### config.mk
export PLATFORM = sky130hd
export DESIGN_NAME = adc_spi_responder
export DESIGN_NICKNAME = d
export VERILOG_FILES = /design/src/rtl/adc_spi_pkg.sv /design/src/rtl/adc_spi_responder_sync_edge_det.sv /design/src/rtl/adc_spi_responder.sv
export SDC_FILE = /design/constraint.sdc
export NUM_CORES = 1
export LEC_CHECK = 0
export ABC_AREA = 1
export ABC_CLOCK_PERIOD_IN_PS = 2000
export BUFFER_PORTS_ARGS = -buffer_cell sky130_fd_sc_hd__buf_2
export CORE_MARGIN = 3
export CORE_UTILIZATION = 30
export DETAILED_ROUTE_END_ITERATION = 10
export GPL_ROUTABILITY_DRIVEN = 0
export PLACE_DENSITY = 0.56
export SETUP_SLACK_MARGIN = 0.4
export SLEW_MARGIN = 30
export SYNTH_ARGS = -nofsm -noshare
export SYNTH_HDL_FRONTEND = slang
export SYNTH_SLANG_ARGS = --single-unit
### constraint.sdc
create_clock -name clk -period 2 [get_ports clk]
set_input_delay 0.2 -clock clk [delete_from_list [all_inputs] [get_ports clk]]
set_output_delay 0.2 -clock clk [all_outputs]
set_load 0.01 [all_outputs]
### src/rtl/adc_spi_pkg.sv
// rtl/adc_spi_pkg.sv - shared types and constants for the ADC SPI responder.
// Define ADC_RESP_PARITY_EN to append an even-parity bit after the sample LSB.
package adc_spi_pkg;

   typedef enum logic [1:0] {
      IDLE,
      SHIFT,
      TAIL
   } state_e;

   localparam int ADC_DATA_WIDTH_DEF = 16;
   localparam int SYNC_STAGES        = 2;

`ifdef ADC_RESP_PARITY_EN
   localparam int PARITY_BITS = 1;
`else
   localparam int PARITY_BITS = 0;
`endif

endpackage

### src/rtl/adc_spi_responder_sync_edge_det.sv
// rtl/adc_spi_responder_sync_edge_det.sv - 2-FF synchronizer with registered rise/fall pulses.
// A pin edge shows up as a one-cycle pulse three clk edges later.
module sync_edge_det
   import adc_spi_pkg::*;
(
   input  logic clk,
   input  logic rstn,
   input  logic din_i,
   output logic rise_o,
   output logic fall_o
);

   logic [SYNC_STAGES-1:0] sync_q;
   logic                   lvl_q;
   logic                   rise_q;
   logic                   fall_q;

   // Reset to 0 on both lines: a rise seen in IDLE is harmless, a spurious fall is not.
   always_ff @(posedge clk or negedge rstn) begin
      if (!rstn) begin
         sync_q <= '0;
         lvl_q  <= 1'b0;
         rise_q <= 1'b0;
         fall_q <= 1'b0;
      end else begin
         sync_q <= {sync_q[SYNC_STAGES-2:0], din_i};
         lvl_q  <= sync_q[SYNC_STAGES-1];
         rise_q <= sync_q[SYNC_STAGES-1] & ~lvl_q;
         fall_q <= ~sync_q[SYNC_STAGES-1] & lvl_q;
      end
   end

   assign rise_o = rise_q;
   assign fall_o = fall_q;

endmodule

### src/rtl/adc_spi_responder.sv
// rtl/adc_spi_responder.sv - SPI slave that emulates a serial ADC, sample shifted out MSB first.
// Optional ADC_RESP_PARITY_EN appends an even-parity bit to each frame.
module adc_spi_responder
   import adc_spi_pkg::*;
#(
   parameter int   DATA_WIDTH = ADC_DATA_WIDTH_DEF,
   parameter int   LEAD_BITS  = 0,
   parameter logic IDLE_LEVEL = 1'b0
) (
   input  logic                  clk,
   input  logic                  rstn,
   input  logic [DATA_WIDTH-1:0] sample_data,
   input  logic                  sample_valid,
   input  logic                  clk_spi,
   input  logic                  cs_spi,
   output logic                  sd_spi,
   output logic                  busy,
   output logic                  frame_done,
   output logic                  frame_abort
);

   localparam int FRAME_BITS = LEAD_BITS + DATA_WIDTH + PARITY_BITS;
   localparam int CW         = $clog2(FRAME_BITS + 1);

   function automatic logic [FRAME_BITS-1:0] build_frame(input logic [DATA_WIDTH-1:0] s);
      logic [FRAME_BITS-1:0] f;
      f = '0;
      f[PARITY_BITS +: DATA_WIDTH] = s;
`ifdef ADC_RESP_PARITY_EN
      f[0] = ^s;
`endif
      return f;
   endfunction

   logic clk_rise, clk_fall, cs_rise, cs_fall;

   sync_edge_det u_clk_sync (
      .clk    (clk),
      .rstn   (rstn),
      .din_i  (clk_spi),
      .rise_o (clk_rise),
      .fall_o (clk_fall)
   );

   sync_edge_det u_cs_sync (
      .clk    (clk),
      .rstn   (rstn),
      .din_i  (cs_spi),
      .rise_o (cs_rise),
      .fall_o (cs_fall)
   );

   state_e                state_q;
   logic [DATA_WIDTH-1:0] hold_q;
   logic [FRAME_BITS-1:0] shift_q;
   logic [CW-1:0]         cnt_q;
   logic [CW-1:0]         rise_cnt_q;
   logic                  sd_q;
   logic                  busy_q;
   logic                  done_q;
   logic                  abort_q;
   logic [FRAME_BITS-1:0] frame_d;

   // A sample arriving in the same cycle as the cs fall bypasses the holding register.
   assign frame_d = build_frame(sample_valid ? sample_data : hold_q);

   always_ff @(posedge clk or negedge rstn) begin
      if (!rstn) begin
         state_q    <= IDLE;
         hold_q     <= '0;
         shift_q    <= '0;
         cnt_q      <= '0;
         rise_cnt_q <= '0;
         sd_q       <= IDLE_LEVEL;
         busy_q     <= 1'b0;
         done_q     <= 1'b0;
         abort_q    <= 1'b0;
      end else begin
         done_q  <= 1'b0;
         abort_q <= 1'b0;
         if (sample_valid) hold_q <= sample_data;
         case (state_q)
            IDLE: begin
               sd_q   <= IDLE_LEVEL;
               busy_q <= 1'b0;
               if (cs_fall) begin
                  shift_q    <= frame_d << 1;
                  sd_q       <= frame_d[FRAME_BITS-1];
                  cnt_q      <= CW'(1);
                  rise_cnt_q <= '0;
                  busy_q     <= 1'b1;
                  state_q    <= SHIFT;
               end
            end
            SHIFT: begin
               if (cs_rise) begin
                  if (rise_cnt_q < CW'(FRAME_BITS)) abort_q <= 1'b1;
                  else                              done_q  <= 1'b1;
                  sd_q    <= IDLE_LEVEL;
                  busy_q  <= 1'b0;
                  state_q <= IDLE;
               end else begin
                  if (clk_fall) begin
                     if (cnt_q == CW'(FRAME_BITS)) begin
                        sd_q    <= 1'b0;
                        state_q <= TAIL;
                     end else begin
                        sd_q    <= shift_q[FRAME_BITS-1];
                        shift_q <= shift_q << 1;
                        cnt_q   <= cnt_q + CW'(1);
                     end
                  end
                  if (clk_rise && rise_cnt_q != CW'(FRAME_BITS))
                     rise_cnt_q <= rise_cnt_q + CW'(1);
               end
            end
            TAIL: begin
               if (cs_rise) begin
                  done_q  <= 1'b1;
                  sd_q    <= IDLE_LEVEL;
                  busy_q  <= 1'b0;
                  state_q <= IDLE;
               end else begin
                  sd_q <= 1'b0;
               end
            end
            default: state_q <= IDLE;
         endcase
      end
   end

   assign sd_spi      = sd_q;
   assign busy        = busy_q;
   assign frame_done  = done_q;
   assign frame_abort = abort_q;

endmodule

## Yosys cells after proc, flatten, opt, wreduce, memory -nomap -nowiden

Cells that the tools add are included.

- Muxes and demuxes: 36
- Bitwise operators: 8
- Eq/ne operators: 13
- Magnitude comparators: 1
- Reductions and logical operators: 11
- Add/subtract/negate cells: 2

Operators by type and width:

| operator | number |
|---|---|
| 16-bit two-way mux | 5 |
| 5-bit two-way mux | 7 |
| 16-bit one-hot mux with 2 select lines | 1 |
| 5-bit one-hot mux with 2 select lines | 2 |
| 1-bit two-way mux | 12 |
| 5-bit by 1-bit adder with 5-bit output, second input constant | 2 |
| 2-bit two-way mux | 5 |
| 2-bit by 1-bit inequality test with 1-bit output, second input constant | 4 |
| 4-bit AND reduction | 2 |
| 2-bit inequality test, second input constant | 3 |
| 2-bit one-hot mux with 3 select lines | 1 |
| 5-bit == test, second input constant | 1 |
| 5-bit < comparator, second input constant | 1 |
| 5-bit inequality test, second input constant | 1 |
| 5-bit AND reduction | 1 |
| 1-bit AND | 4 |
| 1-bit NOT | 4 |
| 1-bit one-hot mux with 2 select lines | 2 |
| 2-bit AND reduction | 2 |
| 2-bit nonzero test | 2 |
| 3-bit by 1-bit inequality test with 1-bit output, second input constant | 1 |
| 3-bit by 2-bit inequality test with 1-bit output, second input constant | 1 |
| 1-bit one-hot mux with 3 select lines | 1 |
| 3-bit nonzero test | 1 |
| 5 further kinds | 5 |

- Word-level logic and storage cells: 88
- Register bits: 58
- Bits of input ports: 21

## Depth between registers and ports, before layout

- Depth in word-level cells: 5
- Mapped depth: 10
- Gate-level depth less buffers: 10

## Modules after synthesis

A second synthesis with hierarchy kept.

- Cell total of the unflattened synthesis: 331
- Area, all modules: 2780.2 sq um

Modules (own cells, without submodules):

| module | area an instance (sq um) | instances | cells an instance |
|---|---|---|---|
| adc_spi_responder | 2499.9 | 1 | 313 |
| sync_edge_det | 140.1 | 2 | 9 |

## Worst setup path before layout

OpenSTA, ideal clock, no wires.

- Path type: register -> register
- From: register state_q[1]
- To: register cnt_q[3]
- Setup slack: 539 ps
- Arrival: 1345 ps
- Buffers on the path: 2
- Period minus slack after synthesis: 1461 ps
- Stages on the path, launching flop included: 11
- Cells stage by stage: dfrtp_1 > inv_1 > ha_1 > buf_6 > inv_2 > o21ai_2 > nor2_4 > nand2_1 > buf_4 > nand2_1 > nand2_1

- Longest elaborated chain between the ends: 3
- Elaborated cells on any way between the ends: 9
- Classes of those cells: eq/ne (5); mux (1); reduce/logical (3)

RTL lines:

| what | RTL line | RTL |
|---|---|---|
| start: declaration | adc_spi_responder.sv:53 | `state_e state_q;` |
| start signal: assignment | adc_spi_responder.sv:69 | `state_q <= IDLE;` |
| start signal: assignment | adc_spi_responder.sv:92 | `state_q <= SHIFT;` |
| start signal: assignment | adc_spi_responder.sv:101 | `state_q <= IDLE;` |
| 2-bit by 1-bit == test with 1-bit output or 2-bit zero test (tied branches) | adc_spi_responder.sv:82 | `case (state_q)` |
| 2-bit inequality test (no line) (tied with other cells) | - |  |
| 5-bit AND reduction (no line) | - |  |
| end signal: assignment | adc_spi_responder.sv:110 | `cnt_q <= cnt_q + CW'(1);` |
| end: declaration | adc_spi_responder.sv:56 | `logic [CW-1:0] cnt_q;` |

Parallel ways exist; a longest one is shown, timed or not.
A chain may end at the register's enable or synchronous reset.

## Worst setup path after layout

- From: register state_q[0]
- To: register shift_q[2]

- Longest elaborated chain between the ends: 3
- Elaborated cells on any way between the ends: 9
- Classes of those cells: eq/ne (5); mux (1); reduce/logical (3)

RTL lines:

| what | RTL line | RTL |
|---|---|---|
| 2-bit by 1-bit == test with 1-bit output or 2-bit zero test (tied branches) | adc_spi_responder.sv:82 |  |
| 2-bit inequality test (no line) (tied with other cells) | - |  |
| 5-bit AND reduction (no line) | - |  |
| end signal: assignment | adc_spi_responder.sv:87 | `shift_q <= frame_d << 1;` |
| end signal: assignment | adc_spi_responder.sv:109 | `shift_q <= shift_q << 1;` |
| end: declaration | adc_spi_responder.sv:55 | `logic [FRAME_BITS-1:0] shift_q;` |

Parallel ways exist; a longest one is shown, timed or not.

==> impl_metrics.ini <==
[power]
combPwrFrac_pct = 39.9
pwr-share-clk_pct = 25.3
power_frac_seq_pct = 34.8
netSwitchingFraction_pct = 37.2
p_int_mw = 2.85
p_leak_nw = 1.81
ir_drop_uv = 405
power_switching_mw = 1.69
power-per-cell-area_nw_per_um2 = 1350

[final_layout]
instances_no_fill = 499
fillCellCount = 876
drive_above_1_share_pct = 17.6
final_nets = 415
area_delta_synth_final_pct = 22.1
n_antenna_cell = 0

[global_route]
gr-usage-met3_pct = 3.10
grt_usage_pct = 10.9
busiest_layer = met2
antenna_found_initial = 0
gr-usage-met1_pct = 13.4
grt_max_degree = 36
grt_use_met2_pct = 17.4
grt_pass1_wl_um = 8800
grt_pass1_vias = 1988
gr-total-overflow = 0

[worst_setup_path]
worstPathMaxFanout = 11
required_ps = 2220
arrival_ps = 1720
critPathKind = reg2reg
worstSetupStartpointType = register
endpoint_kind = register

[routing]
vias_per_cell = 4.32
antenna_left = 0
drt_first_pass_iters = 4
wire_per_inst_um = 10.6
drt_wl_total_um = 5300
drc = 0
drt_iter0_markers = 92
via_count = 2157

[synth]
yosys-top-cells-area = dfrtp_1, nand2_1, inv_1
synth_commonest_cells = nand2_1, dfrtp_1, inv_1
syn-num-nets = 376
avgSynthCellArea_sq_um = 7.90
syn_area_sq_um = 2740
yosysWarnings = 0
syn-instance-count = 347
synth.most_common_cell = nand2_1
yosysTopAreaCell = dfrtp_1
ys_seq_area_share_pct = 52.0
synth_top_cell_area_share_pct = 52.0
synth-edff-count = 0
synth.ff_latch_count = 57
synth_cell_types = 23
synthArstFlopShare_pct = 100
yosys_most_used_dff = dfrtp_1

[timing]
drv_slew = 0
worst_pin_slew_ps = 551
timing.setup.tns_ps = 0
timing.slew.headroom_pct = 63.3
setup_viol = 0
min_period_ps = 1500
post-route-period-util_pct = 74.9
fin_skew_ps = 8.15
hold_violations = 0
rsz0062_at_grt = false
max_freq_mhz = 668

[clocking]
clkTransAtPathRegs_ps = 70
cts_root_buf = clkbuf_8
h-tree-depth = 3
cts_tree = yes
cts_buffers = 9
cts.sinks = 57
clock_latency_ps = 330
cts_buffer_depth = 2

[placed_design]
io_buffers = 24
dp_cells = 473
dpl.hpwl_um = 3570

[floorplan]
die_h_um = 102
initial_utilization_pct = 31.1
ios = 25
die-area_sq_um = 10300
die_w_um = 102
core_sq_um = 8810
fp-row-count = 34

[hold_path]
worstHoldPathType = in2reg

[run_status]
outcome = finished, final reports clean

[run]
maxCapViolCount = 0
## power groups by stage
stage | sequential, mW | clock (mW) | combinational, mW
2_1_floorplan | 1.56 | 0 | 1.19
3_3_place_gp | 1.60 | 0 | 1.47
3_5_place_dp | 1.60 | 0 | 1.50
4_1_cts | 1.57 | 1.19 | 1.69
5_1_grt | 1.60 | 1.23 | 2.07
6_report | 1.58 | 1.15 | 1.81
## stage by stage
stage / utilization (%) / hold slack (ps) / instance area (sq um) / setup slack (ps) / power [mW]
global placement: 33.8 / 213 / 2980 / 323 / 3.07
CTS: 37.3 / 97.6 / 3290 / 406 / 4.45
global route: 38.0 / 118 / 3350 / 391 / 4.89
finish: 38.0 / 111 / 3350 / 503 / 4.54
detailed placement: 33.8 / 222 / 2980 / 259 / 3.10
floorplan: - / -95.6 / 2740 / 539 / 2.75
## state kept, by name, summed over array words and instances, names as in the netlist, 2 cells and up
signal,count
hold_q,16
shift_q,15
cnt_q,5
rise_cnt_q,5
state_q,2
u_clk_sync.sync_q,2
u_cs_sync.sync_q,2
## cell families after synthesis
family          count (synthesis)  share of synthesized area [%]
compound gates                 25                           4.84
fa+ha+maj                       8                           3.65
flops                          57                           52.0
simple gates                  201                           30.4
xor+xnor                        2                          0.639
buf+inv                        54                           8.44
## critical path: stages, from the launching register on
cell and delay, ps:
dfrtp_1 390, buf_4 150, ha_4 210, inv_8 100
o21ai_2 70, nor2_4 120, nand2_2 80, buf_4 170
nand2_1 60, nand2_1 50
## final cells by class
class | count | area (sq um) | area share [%]
Clock inverter | 6 | 82.6 | 2.47
Inverter | 42 | 165 | 4.93
Multi-Input combinational cell | 236 | 1130 | 33.8
Sequential cell | 57 | 1430 | 42.6
Clock buffer | 10 | 128 | 3.81
Tap cell | 108 | 135 | 4.04
Timing Repair Buffer | 40 | 280 | 8.37
## routing by layer
metal | part of all wire [%] | wire length, um | vias up
li1 | - | - | 1134
met1 | 48 | 2560 | 996
met2 | 47 | 2520 | 20
met3 | 2.2 | 117 | 7
met4 | 2.0 | 104 | 0
met5 | 0 | 0 | -
## repair_timing
item | CTS | global route
resized for setup | 5 | 10
endpoints found under the hold margin | 24 | 0
buffers inserted | 4 | 3
pin swaps | 1 | 3
setup endpoints to repair | 28 | 21
hold buffers | 3 | 0
## cell usage in the layout (no fill, tap or decap), types with 2 or more instances in the layout
cell type | Yosys | layout
nand4_1 | 2 | 2
nand2_1 | 156 | 154
clkinv_2 | 0 | 3
clkbuf_8 | 0 | 9
nor2_1 | 16 | 16
buf_2 | 5 | 24
inv_2 | 2 | 2
ha_1 | 8 | 6
inv_1 | 40 | 39
o21ai_0 | 19 | 19
ha_4 | 0 | 2
nand3b_1 | 2 | 2
nor2_4 | 3 | 4
xnor2_1 | 2 | 2
a21oi_1 | 4 | 4
buf_6 | 2 | 2
dfrtp_1 | 57 | 57
dlygate4sd3_1 | 0 | 3
nand3_1 | 16 | 16
nand2_2 | 1 | 2
bufinv_16 | 0 | 2
buf_4 | 2 | 9
buf_12 | 0 | 2
## path summary, 6_finish.rpt
check	startpoint	endpoint	slack, ps	depth (start not counted)
min in group asynchronous	rstn	sd_spi$_DFFE_PN0P_	380	2
min reg2reg	u_cs_sync.sync_q[0]$_DFF_PN0_	u_cs_sync.sync_q[1]$_DFF_PN0_	350	0
min	sample_data[4]	hold_q[4]$_DFF_PN0_	110	3
max reg2reg	state_q[0]$_DFFE_PN0P_	shift_q[2]$_DFFE_PN0P_	500	9
max	state_q[0]$_DFFE_PN0P_	shift_q[2]$_DFFE_PN0P_	500	9
max in group asynchronous	rstn	hold_q[9]$_DFF_PN0_	1050	3
Note: power is estimated with default switching activity, not from simulation.
